===== config.mk =====
export PLATFORM = sky130hd
export DESIGN_NAME = id_ex_latch_flat
export DESIGN_NICKNAME = d
export VERILOG_FILES = /design/src/rtl/id_ex_latch_if.sv /design/src/rtl/id_ex_latch.sv /design/src/flat_wrapper.sv
export SDC_FILE = /design/constraint.sdc
export NUM_CORES = 1
export LEC_CHECK = 0
export BUFFER_PORTS_ARGS = -buffer_cell sky130_fd_sc_hd__buf_2
export CAP_MARGIN = 0
export CORE_AREA = 5 5 127 129
export DETAILED_ROUTE_END_ITERATION = 16
export DIE_AREA = 0 0 132 134
export PLACE_DENSITY_LB_ADDON = 0.05
export RECOVER_POWER = 50
export SETUP_SLACK_MARGIN = 0.2
export SYNTH_ARGS = -nofsm -noshare
export SYNTH_HDL_FRONTEND = slang
export SYNTH_SLANG_ARGS = --single-unit
export TNS_END_PERCENT = 5

===== constraint.sdc =====
create_clock -name CLK -period 2.7 [get_ports CLK]
set_input_delay 0.135 -clock CLK [delete_from_list [all_inputs] [get_ports CLK]]
set_output_delay 0.135 -clock CLK [all_outputs]
set_load 0.005 [all_outputs]

===== src/rtl/id_ex_latch_if.sv =====
// ID/EX pipeline boundary: decode-side payload in, execute-side payload out.
interface id_ex_latch_if #(
  parameter int unsigned WORD_W = 32,
  parameter int unsigned REG_W  = 5,
  parameter int unsigned AOP_W  = 4,
  parameter int unsigned CTRL_W = 7,
  parameter int unsigned CNT_W  = 16
) ();

  logic              id_valid;
  logic [WORD_W-1:0] id_pcnext;
  logic [WORD_W-1:0] id_rdat1;
  logic [WORD_W-1:0] id_rdat2;
  logic [WORD_W-1:0] id_imm;
  logic [REG_W-1:0]  id_rs;
  logic [REG_W-1:0]  id_rt;
  logic [REG_W-1:0]  id_rd;
  logic [AOP_W-1:0]  id_aluop;
  logic [CTRL_W-1:0] id_ctrl;
  logic              ex_stall;
  logic              flush;

  logic              ex_valid;
  logic [WORD_W-1:0] ex_pcnext;
  logic [WORD_W-1:0] ex_rdat1;
  logic [WORD_W-1:0] ex_rdat2;
  logic [WORD_W-1:0] ex_imm;
  logic [REG_W-1:0]  ex_rs;
  logic [REG_W-1:0]  ex_rt;
  logic [REG_W-1:0]  ex_rd;
  logic [AOP_W-1:0]  ex_aluop;
  logic [CTRL_W-1:0] ex_ctrl;
  logic              id_stall;
  logic              halted;
  logic [CNT_W-1:0]  perf_bubbles;

  // Pipeline control / decode stage side
  modport master (
    output id_valid, id_pcnext, id_rdat1, id_rdat2, id_imm,
           id_rs, id_rt, id_rd, id_aluop, id_ctrl, ex_stall, flush,
    input  ex_valid, ex_pcnext, ex_rdat1, ex_rdat2, ex_imm,
           ex_rs, ex_rt, ex_rd, ex_aluop, ex_ctrl, id_stall, halted, perf_bubbles
  );

  // The latch itself
  modport slave (
    input  id_valid, id_pcnext, id_rdat1, id_rdat2, id_imm,
           id_rs, id_rt, id_rd, id_aluop, id_ctrl, ex_stall, flush,
    output ex_valid, ex_pcnext, ex_rdat1, ex_rdat2, ex_imm,
           ex_rs, ex_rt, ex_rd, ex_aluop, ex_ctrl, id_stall, halted, perf_bubbles
  );

endinterface


===== src/rtl/id_ex_latch.sv =====
// ID/EX pipeline register with load-use bubble insertion, flush, stall,
// sticky halt and a saturating hazard-bubble counter.
module id_ex_latch #(
  parameter int unsigned WORD_W = 32,
  parameter int unsigned REG_W  = 5,
  parameter int unsigned AOP_W  = 4,
  parameter int unsigned CTRL_W = 7,
  parameter int unsigned CNT_W  = 16
) (
  input logic          CLK,
  input logic          RST,
  id_ex_latch_if.slave bus
);

  localparam int unsigned C_MEMREN = 1;
  localparam int unsigned C_MEMWEN = 2;
  localparam int unsigned C_ALUSRC = 4;
  localparam int unsigned C_HALT   = 6;

  typedef struct packed {
    logic              valid;
    logic [WORD_W-1:0] pcnext;
    logic [WORD_W-1:0] rdat1;
    logic [WORD_W-1:0] rdat2;
    logic [WORD_W-1:0] imm;
    logic [REG_W-1:0]  rs;
    logic [REG_W-1:0]  rt;
    logic [REG_W-1:0]  rd;
    logic [AOP_W-1:0]  aluop;
    logic [CTRL_W-1:0] ctrl;
  } entry_t;

  entry_t           entry_q, entry_nxt, id_entry;
  logic             halted_q, halted_nxt;
  logic [CNT_W-1:0] perf_q, perf_nxt;
  logic             uses_rt;
  logic             hazard;

  // Decode-side payload; a non-valid instruction enters EX as a pure bubble
  always_comb begin
    id_entry = '0;
    if (bus.id_valid) begin
      id_entry.valid  = 1'b1;
      id_entry.pcnext = bus.id_pcnext;
      id_entry.rdat1  = bus.id_rdat1;
      id_entry.rdat2  = bus.id_rdat2;
      id_entry.imm    = bus.id_imm;
      id_entry.rs     = bus.id_rs;
      id_entry.rt     = bus.id_rt;
      id_entry.rd     = bus.id_rd;
      id_entry.aluop  = bus.id_aluop;
      id_entry.ctrl   = bus.id_ctrl;
    end
  end

  // Load-use detection: rt only matters when it is a real source (R-type or store)
  always_comb begin
    uses_rt = !bus.id_ctrl[C_ALUSRC] | bus.id_ctrl[C_MEMWEN];
    hazard  = bus.id_valid & entry_q.valid & entry_q.ctrl[C_MEMREN] &
              (entry_q.rt != '0) &
              ((bus.id_rs == entry_q.rt) | (uses_rt & (bus.id_rt == entry_q.rt)));
  end

  // Next-state selection in update priority order
  always_comb begin
    entry_nxt  = entry_q;
    halted_nxt = halted_q;
    perf_nxt   = perf_q;
    if (bus.flush) begin
      entry_nxt = '0;
    end else if (bus.ex_stall) begin
      entry_nxt = entry_q;
    end else if (halted_q) begin
      entry_nxt = '0;
    end else if (hazard) begin
      entry_nxt = '0;
      if (perf_q != {CNT_W{1'b1}}) perf_nxt = perf_q + CNT_W'(1);
    end else begin
      entry_nxt = id_entry;
    end
    if (entry_q.valid & entry_q.ctrl[C_HALT] & !bus.ex_stall & !bus.flush)
      halted_nxt = 1'b1;
  end

  // State registers with synchronous reset
  always_ff @(posedge CLK) begin
    if (RST) begin
      entry_q  <= '0;
      halted_q <= 1'b0;
      perf_q   <= '0;
    end else begin
      entry_q  <= entry_nxt;
      halted_q <= halted_nxt;
      perf_q   <= perf_nxt;
    end
  end

  assign bus.ex_valid     = entry_q.valid;
  assign bus.ex_pcnext    = entry_q.pcnext;
  assign bus.ex_rdat1     = entry_q.rdat1;
  assign bus.ex_rdat2     = entry_q.rdat2;
  assign bus.ex_imm       = entry_q.imm;
  assign bus.ex_rs        = entry_q.rs;
  assign bus.ex_rt        = entry_q.rt;
  assign bus.ex_rd        = entry_q.rd;
  assign bus.ex_aluop     = entry_q.aluop;
  assign bus.ex_ctrl      = entry_q.ctrl;
  assign bus.halted       = halted_q;
  assign bus.perf_bubbles = perf_q;
  assign bus.id_stall     = hazard | bus.ex_stall | halted_q;

endmodule


===== src/flat_wrapper.sv =====
// flat-port wrapper written by rule: the top's interface ports become plain ports
module id_ex_latch_flat 
#(
  parameter int unsigned WORD_W = 32,
  parameter int unsigned REG_W  = 5,
  parameter int unsigned AOP_W  = 4,
  parameter int unsigned CTRL_W = 7,
  parameter int unsigned CNT_W  = 16
)
  (CLK, RST, bus_id_valid, bus_id_pcnext, bus_id_rdat1, bus_id_rdat2, bus_id_imm, bus_id_rs, bus_id_rt, bus_id_rd, bus_id_aluop, bus_id_ctrl, bus_ex_stall, bus_flush, bus_ex_valid, bus_ex_pcnext, bus_ex_rdat1, bus_ex_rdat2, bus_ex_imm, bus_ex_rs, bus_ex_rt, bus_ex_rd, bus_ex_aluop, bus_ex_ctrl, bus_id_stall, bus_halted, bus_perf_bubbles);
  id_ex_latch_if #(.WORD_W(WORD_W), .REG_W(REG_W), .AOP_W(AOP_W), .CTRL_W(CTRL_W), .CNT_W(CNT_W)) bus_i ();
  input logic CLK;
  input logic RST;
  input wire logic [$bits(bus_i.id_valid)-1:0] bus_id_valid;
  input wire logic [$bits(bus_i.id_pcnext)-1:0] bus_id_pcnext;
  input wire logic [$bits(bus_i.id_rdat1)-1:0] bus_id_rdat1;
  input wire logic [$bits(bus_i.id_rdat2)-1:0] bus_id_rdat2;
  input wire logic [$bits(bus_i.id_imm)-1:0] bus_id_imm;
  input wire logic [$bits(bus_i.id_rs)-1:0] bus_id_rs;
  input wire logic [$bits(bus_i.id_rt)-1:0] bus_id_rt;
  input wire logic [$bits(bus_i.id_rd)-1:0] bus_id_rd;
  input wire logic [$bits(bus_i.id_aluop)-1:0] bus_id_aluop;
  input wire logic [$bits(bus_i.id_ctrl)-1:0] bus_id_ctrl;
  input wire logic [$bits(bus_i.ex_stall)-1:0] bus_ex_stall;
  input wire logic [$bits(bus_i.flush)-1:0] bus_flush;
  output wire logic [$bits(bus_i.ex_valid)-1:0] bus_ex_valid;
  output wire logic [$bits(bus_i.ex_pcnext)-1:0] bus_ex_pcnext;
  output wire logic [$bits(bus_i.ex_rdat1)-1:0] bus_ex_rdat1;
  output wire logic [$bits(bus_i.ex_rdat2)-1:0] bus_ex_rdat2;
  output wire logic [$bits(bus_i.ex_imm)-1:0] bus_ex_imm;
  output wire logic [$bits(bus_i.ex_rs)-1:0] bus_ex_rs;
  output wire logic [$bits(bus_i.ex_rt)-1:0] bus_ex_rt;
  output wire logic [$bits(bus_i.ex_rd)-1:0] bus_ex_rd;
  output wire logic [$bits(bus_i.ex_aluop)-1:0] bus_ex_aluop;
  output wire logic [$bits(bus_i.ex_ctrl)-1:0] bus_ex_ctrl;
  output wire logic [$bits(bus_i.id_stall)-1:0] bus_id_stall;
  output wire logic [$bits(bus_i.halted)-1:0] bus_halted;
  output wire logic [$bits(bus_i.perf_bubbles)-1:0] bus_perf_bubbles;
  assign bus_i.id_valid = bus_id_valid;
  assign bus_i.id_pcnext = bus_id_pcnext;
  assign bus_i.id_rdat1 = bus_id_rdat1;
  assign bus_i.id_rdat2 = bus_id_rdat2;
  assign bus_i.id_imm = bus_id_imm;
  assign bus_i.id_rs = bus_id_rs;
  assign bus_i.id_rt = bus_id_rt;
  assign bus_i.id_rd = bus_id_rd;
  assign bus_i.id_aluop = bus_id_aluop;
  assign bus_i.id_ctrl = bus_id_ctrl;
  assign bus_i.ex_stall = bus_ex_stall;
  assign bus_i.flush = bus_flush;
  assign bus_ex_valid = bus_i.ex_valid;
  assign bus_ex_pcnext = bus_i.ex_pcnext;
  assign bus_ex_rdat1 = bus_i.ex_rdat1;
  assign bus_ex_rdat2 = bus_i.ex_rdat2;
  assign bus_ex_imm = bus_i.ex_imm;
  assign bus_ex_rs = bus_i.ex_rs;
  assign bus_ex_rt = bus_i.ex_rt;
  assign bus_ex_rd = bus_i.ex_rd;
  assign bus_ex_aluop = bus_i.ex_aluop;
  assign bus_ex_ctrl = bus_i.ex_ctrl;
  assign bus_id_stall = bus_i.id_stall;
  assign bus_halted = bus_i.halted;
  assign bus_perf_bubbles = bus_i.perf_bubbles;
  id_ex_latch #(.WORD_W(WORD_W), .REG_W(REG_W), .AOP_W(AOP_W), .CTRL_W(CTRL_W), .CNT_W(CNT_W)) u_core (.CLK(CLK), .RST(RST), .bus(bus_i));
endmodule

==> results of run 1 <==
## cell families after synthesis
logic type               count (synthesis)  share of synthesized area (%)
buffers and inverters                   42                           7.10
multiplexers                             7                           1.28
flip-flops                             172                           56.8
XOR/XNOR                                10                           1.44
AND/OR/NAND/NOR                         73                           7.16
AO/OA/AOI/OAI                          179                           26.0
adder cells (fa/ha/maj)                  1                          0.206
## flip-flops by register name, summed over array words and instances (netlist names)
register and count:
u_core.bus.ex_aluop 4, u_core.bus.ex_ctrl 7, u_core.bus.ex_imm 32, u_core.bus.ex_pcnext 32
u_core.bus.ex_rd 5, u_core.bus.ex_rdat1 32, u_core.bus.ex_rdat2 32, u_core.bus.ex_rs 5
u_core.bus.ex_rt 5, u_core.bus.ex_valid 1, u_core.bus.halted 1, u_core.bus.perf_bubbles 16
## cell type report
class | instances | area, um^2
fill | 1200 | 5350
sequential | 172 | 3440
clock buffer | 22 | 474
tap | 188 | 235
inverter | 2 | 7.51
timing repair buffer | 492 | 3110
multi-input combinational | 270 | 2190
clock inverter | 9 | 113
## power by group through the flow
stage               sequential, mW  combinational [mW]  clock [mW]
floorplan                     2.67               0.138           0
global placement              2.67               0.313           0
detailed placement            2.67               0.318           0
CTS                           2.61               0.497        2.48
global route                  2.62               0.532        2.60
finish                        2.61               0.494        2.42
## cell usage in the layout (no fill, tap or decap), types with 7 or more instances in the layout
cell type,instances
a22o_1,115
nand4_1,11
nor2_1,12
a21oi_1,9
nor3_1,7
clkbuf_1,131
dfxtp_1,172
dlygate4sd3_1,153
buf_2,201
clkbuf_16,17
xor2_1,10
a22o_2,39
## final timing paths
kind	from	endpoint	slack (ns)	cells past startpoint
max	u_core.bus.ex_rt[0]	bus_id_stall	0.42	6
min	bus_id_rs[0]	u_core.bus.ex_rs[0]	0.01	2
min reg2reg	u_core.bus.ex_rdat2[27]	u_core.bus.ex_rdat2[27]	0.47	1
max reg2reg	u_core.bus.ex_rt[1]	u_core.bus.ex_rdat2[10]	0.47	5
## timing repair
action / CTS / global route
setup buffers: 0 / 0
hold buffers: 153 / 0
hold endpoints to repair: 153 / 0
## worst max-delay path, stage by stage, from the launching register on
cell and delay, ns:
dfxtp_1 0.47, xor2_1 0.12, nor4_2 0.29, a22oi_2 0.14, buf_4 0.23, o21ai_0 0.29, buf_2 0.18
## layer usage
metal  vias to the layer above  routed length [um]
met2                       293               10300
met5                         -                   0
met1                      2735                8440
met3                        24                1680
li1                       2808                   -
met4                         0                 243
## metrics by stage
step | hold slack [ns] | util, %
detailed placement | 0.356 | 51.1
global placement | 0.350 | 51.1
global route | 0.0298 | 64.2
finish | 0.0114 | 64.2
CTS | 0.00444 | 65.3
floorplan | 0.268 | -
==> flow_metrics.tcl, run 1 <==
set metrics [dict create \
    path_clk_slew_ns 0.06 \
    setup_ws_ns 0.424 \
    synth_nets 644 \
    p_leak_nw 4.14 \
    grt.met3_usage_pct 7.73 \
    synth_area_leaders "dfxtp_1 57%, a22o_1 17%, a22o_2 6.4%, buf_12 5.3%, xor2_1 1.4%" \
    die_w_um 132 \
    cts_tree "yes" \
    cts_buffers 17 \
    holdCritPathClass "input pin to register" \
    post_dp_cell_area_um2 7620 \
    cts_buffer_depth 2 \
    clock-sinks 172 \
    worstSetupStartpointType "register" \
    start_util_pct 40.6 \
    seqPwrFrac_pct 47.3 \
    intPower_mw 4.33 \
    ir_drop_mv 0.458 \
    wire_per_inst_um 17.9 \
    endpoint_kind "output port" \
    total_power_mw 5.53 \
    dr.pass1.iters 7 \
    synth_area_leader_cell "dfxtp_1" \
    gp_congestion 0.924 \
    area_growth_pct 57.9 \
    ys_ff_latch 172 \
    worst_pin_slew_ns 0.587 \
    diodes 0 \
    layout-drive-gt1-share_pct 30.0 \
    syn-cell-area_um2 6060 \
    synth_cells 484 \
    crit_required_ns 2.57 \
    clkPwrFrac_pct 43.8 \
    pre_cts_slack_ns 0.527 \
    wirelength_mm 20.7 \
    fin_crit_sh_pct 84.3 \
    synth_top_cell_area_share_pct 56.8 \
    coreArea_um2 14900 \
    synth_edf_count 0 \
    critPathKind "register to output port" \
    htree_num_levels 4 \
    max_freq_ghz 0.439 \
    yosysWarnings 0 \
    switching_share_pct 21.8 \
    async_reset_ff_share_pct 0 \
    grt_pass1_vias 5936 \
    io_pins 332 \
    grt.overflow.total 0 \
    status "complete, no violations" \
    nets 1115 \
    die_h_um 134 \
    drt-vias-per-instance 5.07 \
    powerDensity_nw_per_um2 578 \
    maxCapViolations 0 \
    die_area_um2 17700 \
    crit_fanout 25 \
    syn_avg_cell_area_um2 12.5 \
    ant_nets 0 \
    busiest_layer "met2" \
    gr-usage-met2_pct 39.0 \
    cts_resized 0 \
    postLayoutCellArea_um2 9570 \
    max_slew_margin_pct 60.9 \
    ctsRootBufferMaster "clkbuf_16" \
    finClkSkew_ns 0.00968 \
    clk_latency_ns 0.42 \
    antenna_found_initial 0 \
    synth_flop_cell "dfxtp_1" \
    drtIter0Drc 307 \
    gr-usage-met1_pct 26.7 \
    grt_use_total_pct 22.6 \
    stdcell_count 1155 \
    pwr-share-comb_pct 8.9 \
    hold_viol_final 0 \
    synth_most_common_cell "dfxtp_1" \
    grt_pass1_wl_mm 32.5 \
    grt_max_degree 94 \
    fin_setup_tns_ns 0 \
    port-buffer-count 331 \
    num_rows 45 \
    drv_slew 0 \
    synth_common_cells "172 x dfxtp_1, 115 x a22o_1, 39 x a22o_2" \
    worst_ep_arrival_time_ns 2.14 \
    netlist-cell-type-count 38 \
    drc 0 \
    p_sw_mw 1.21 \
    vias 5860 \
    yosysSeqAreaShare_pct 56.8 \
    rsz0062_at_grt "false" \
    fin_crit_ns 2.28 \
    placed_cells 971 \
    setup_viol 0 \
    detailed_place_hpwl_mm 13.7 \
]
(Power assumes the default switching activity.)
==> inputs of run 2 (changes only) <==
--- a/config.mk
+++ b/config.mk
@@ -5,11 +5,12 @@
 export SDC_FILE = /design/constraint.sdc
 export NUM_CORES = 1
 export LEC_CHECK = 0
+export ABC_AREA = 1
 export BUFFER_PORTS_ARGS = -buffer_cell sky130_fd_sc_hd__buf_2
 export CAP_MARGIN = 0
-export CORE_AREA = 5 5 127 129
+export CORE_MARGIN = 5
+export CORE_UTILIZATION = 42
 export DETAILED_ROUTE_END_ITERATION = 16
-export DIE_AREA = 0 0 132 134
 export PLACE_DENSITY_LB_ADDON = 0.05
 export RECOVER_POWER = 50
 export SETUP_SLACK_MARGIN = 0.2
==> constraint.sdc (replaced) <==
create_clock -name CLK -period 2 [get_ports CLK]
set_input_delay 0.1 -clock CLK [delete_from_list [all_inputs] [get_ports CLK]]
set_output_delay 0.1 -clock CLK [all_outputs]
set_load 0.005 [all_outputs]
==> flow_metrics.tcl, run 2 <==
set metrics [dict create \
    status "complete, no violations" \
    seq_area_um2 3450 \
    rsz0062_at_grt "true" \
    htree_num_levels 4 \
    cts_buffers 17 \
    post_dp_cell_area_um2 8880 \
    syn_avg_cell_area_um2 7.76 \
    setup_viol 0 \
    fin_crit_ns 1.80 \
    fin_crit_sh_pct 89.8 \
    synth_nets 1074 \
    wl_met1_mm 10.6 \
    clk_latency_ns 0.43 \
    synth_common_cells "227 x nand2_1, 175 x nand4_1, 172 x dfxtp_1" \
    cp_slowest_cell "dfxtp_1" \
    path_clk_slew_ns 0.06 \
    cpLargestDelayFamily "simple AND/OR/NAND/NOR gates" \
    ctsRootBufferMaster "clkbuf_16" \
    syn-cell-area_um2 7090 \
    worstSetupStartpointType "register" \
    async_reset_ff_share_pct 0 \
    synth_area_leaders "dfxtp_1 49%, nand4_1 15%, a21oi_1 12%, nand2_1 12%, clkbuf_1 3.7%" \
    wl_met3_mm 2.11 \
    vias 8452 \
    finClkSkew_ns 0.0119 \
    layout-drive-gt1-share_pct 20.1 \
    yosysSeqAreaShare_pct 48.6 \
    p_leak_nw 4.23 \
    grt_use_total_pct 25.9 \
    total_power_mw 7.65 \
    grt.overflow.total 0 \
    synth_edf_count 0 \
    detailed_place_hpwl_mm 16.0 \
    cts_buffer_depth 2 \
    coreArea_um2 16600 \
    grt_pass1_wl_mm 42.1 \
    endpoint_kind "output port" \
    nets 1520 \
    wire_per_inst_um 16.9 \
    drt-vias-per-instance 5.30 \
    utilization_pct 66.4 \
    crit_required_ns 1.90 \
    min_to "u_core.bus.halted" \
    ys_ff_latch 172 \
    max_freq_ghz 0.557 \
    routed.top_layer "met4" \
    worst_ep_arrival_time_ns 1.70 \
    whs_path_depth 4 \
    ir_drop_mv 0.639 \
    grt_max_degree 130 \
    timing.critical_path.slowest_cell_delay_ns 0.42 \
    synth_area_leader_cell "dfxtp_1" \
    port-buffer-count 331 \
    die_h_um 140 \
    powerDensity_nw_per_um2 695 \
    final_common_cell "nand2_1" \
    drv_slew 0 \
    drc 0 \
    reg2reg_from "u_core.bus.ex_rt[3]" \
    wirelength_mm 27.0 \
    yosysWarnings 0 \
    synth_cells 914 \
    fill_cells 1484 \
    ant_nets 0 \
    fin_setup_tns_ns 0 \
    synth_most_common_cell "nand2_1" \
    postLayoutCellArea_um2 11000 \
    hold_viol_final 0 \
    cts_tree "yes" \
    path_buf_inv 3 \
    die_area_um2 19600 \
    maxCapViolations 0 \
    antenna_found_initial 0 \
    hp-start "bus_flush" \
    layout_common_cells "226 x nand2_1, 193 x buf_2, 175 x nand4_1" \
    start_util_pct 42.8 \
    max_slew_margin_pct 0.523 \
    dr.pass1.iters 5 \
    netlist-cell-type-count 25 \
    grt_pass1_vias 8120 \
    gp_congestion 0.875 \
    worstPathCellList "inv_4, nand2_1, nand2_1, nor2_2, nand3_2, nand2_8, nand2_8, buf_12, nand2_2, buf_2" \
    r2r_cells 11 \
    die_w_um 140 \
    crit_fanout 4 \
    synth_flop_cell "dfxtp_1" \
    area_growth_pct 55.2 \
    worst_pin_slew_ns 1.49 \
    wl_met2_mm 13.0 \
    drtIter0Drc 498 \
    clock-sinks 172 \
    multiInputGateArea_um2 3190 \
    worstSetupStartpoint "u_core.bus.ex_rt[3]" \
    synth_top_cell_area_share_pct 48.6 \
    num_rows 47 \
    critPathKind "register to output port" \
    r2r-end "u_core.bus.ex_rt[1]" \
    holdCritPathClass "input pin to register" \
    regToRegSetupSlack_ns 0.26 \
    io_pins 332 \
]
-- run 2: cell count changes in the layout (fill, tap and decap cells not counted), moves of 7 or more --
cell and delta:
a21oi_1 +161, a22o_1 -115, a22o_2 -39, buf_2 -8
buf_4 +9, clkbuf_1 +12, inv_1 +17, nand2_1 +222
nand4_1 +164, nor2_1 +7, xnor2_1 +7, xor2_1 -7
-- run 2: kinds of logic after synthesis --
logic type	count (synthesis)	share of synthesized area [%]
flip-flops	172	48.6
XOR/XNOR	10	1.24
adder cells (fa/ha/maj)	1	0.176
AND/OR/NAND/NOR	442	30.6
buffers and inverters	116	7.22
AO/OA/AOI/OAI	173	12.2
-- run 2: stage by stage --
stage / setup slack (ns) / std cells / hold WS (ns)
after floorplan: 0.372 / 914 / 0.270
after global placement: 0.265 / 1394 / 0.377
after detailed placement: 0.238 / 1394 / 0.384
after CTS: 0.221 / 1585 / 0.0160
after global routing: 0.0992 / 1593 / 0.0588
final: 0.204 / 1594 / 0.0454
-- run 2: worst max-delay path by stage --
stage	end	slack (ns)	cells past startpoint
2_1_floorplan	u_core.bus.perf_bubbles[11]	0.37	9
3_3_place_gp	u_core.bus.perf_bubbles[0]	0.27	9
3_5_place_dp	u_core.bus.ex_rdat1[13]	0.24	10
4_1_cts	bus_id_stall	0.22	10
5_1_grt	bus_id_stall	0.1	10
6_report	bus_id_stall	0.20	10
-- run 2: what timing repair did --
item,4_1_cts,5_1_grt
cloned,1,3
endpoints found under the setup margin,1,116
hold buffers,154,0
pin swaps,5,12
hold endpoints to repair,154,0
gates resized for setup,12,11
setup buffers,4,5
-- run 2: report_power, final --
group,total (mW),switching (mW),internal [mW]
combinational,0.892,0.442,0.450
clock,3.24,1.46,1.77
sequential,3.52,0.0350,3.48
total,7.65,1.94,5.71
-- run 2: final cells by class --
cell class | count | share of cell area [%]
clock buffers | 18 | 3.99
inverters | 25 | 0.898
well taps | 220 | 2.50
flip-flops and latches | 172 | 31.3
repair buffers | 517 | 31.0
multi-input cells | 627 | 29.0
clock inverters | 14 | 1.22
diodes | 1 | 0.0227
-- run 2: worst reg2reg max path, cell delays in order (launching register included) --
cell and delay [ns]:
dfxtp_1 0.42, inv_4 0.06, nand2_1 0.07, nand2_1 0.06, nor2_2 0.12, nand3_2 0.14
nand2_8 0.10, nand2_8 0.05, buf_8 0.16, bufbuf_16 0.30, nand4_1 0.09, a21oi_2 0.06
-- run 2: metal layers --
metal,vias up,global-route usage [%]
met5,-,0
met4,0,13.7
met3,84,7.29
met2,375,42.3
met1,3892,31.0
li1,4101,-
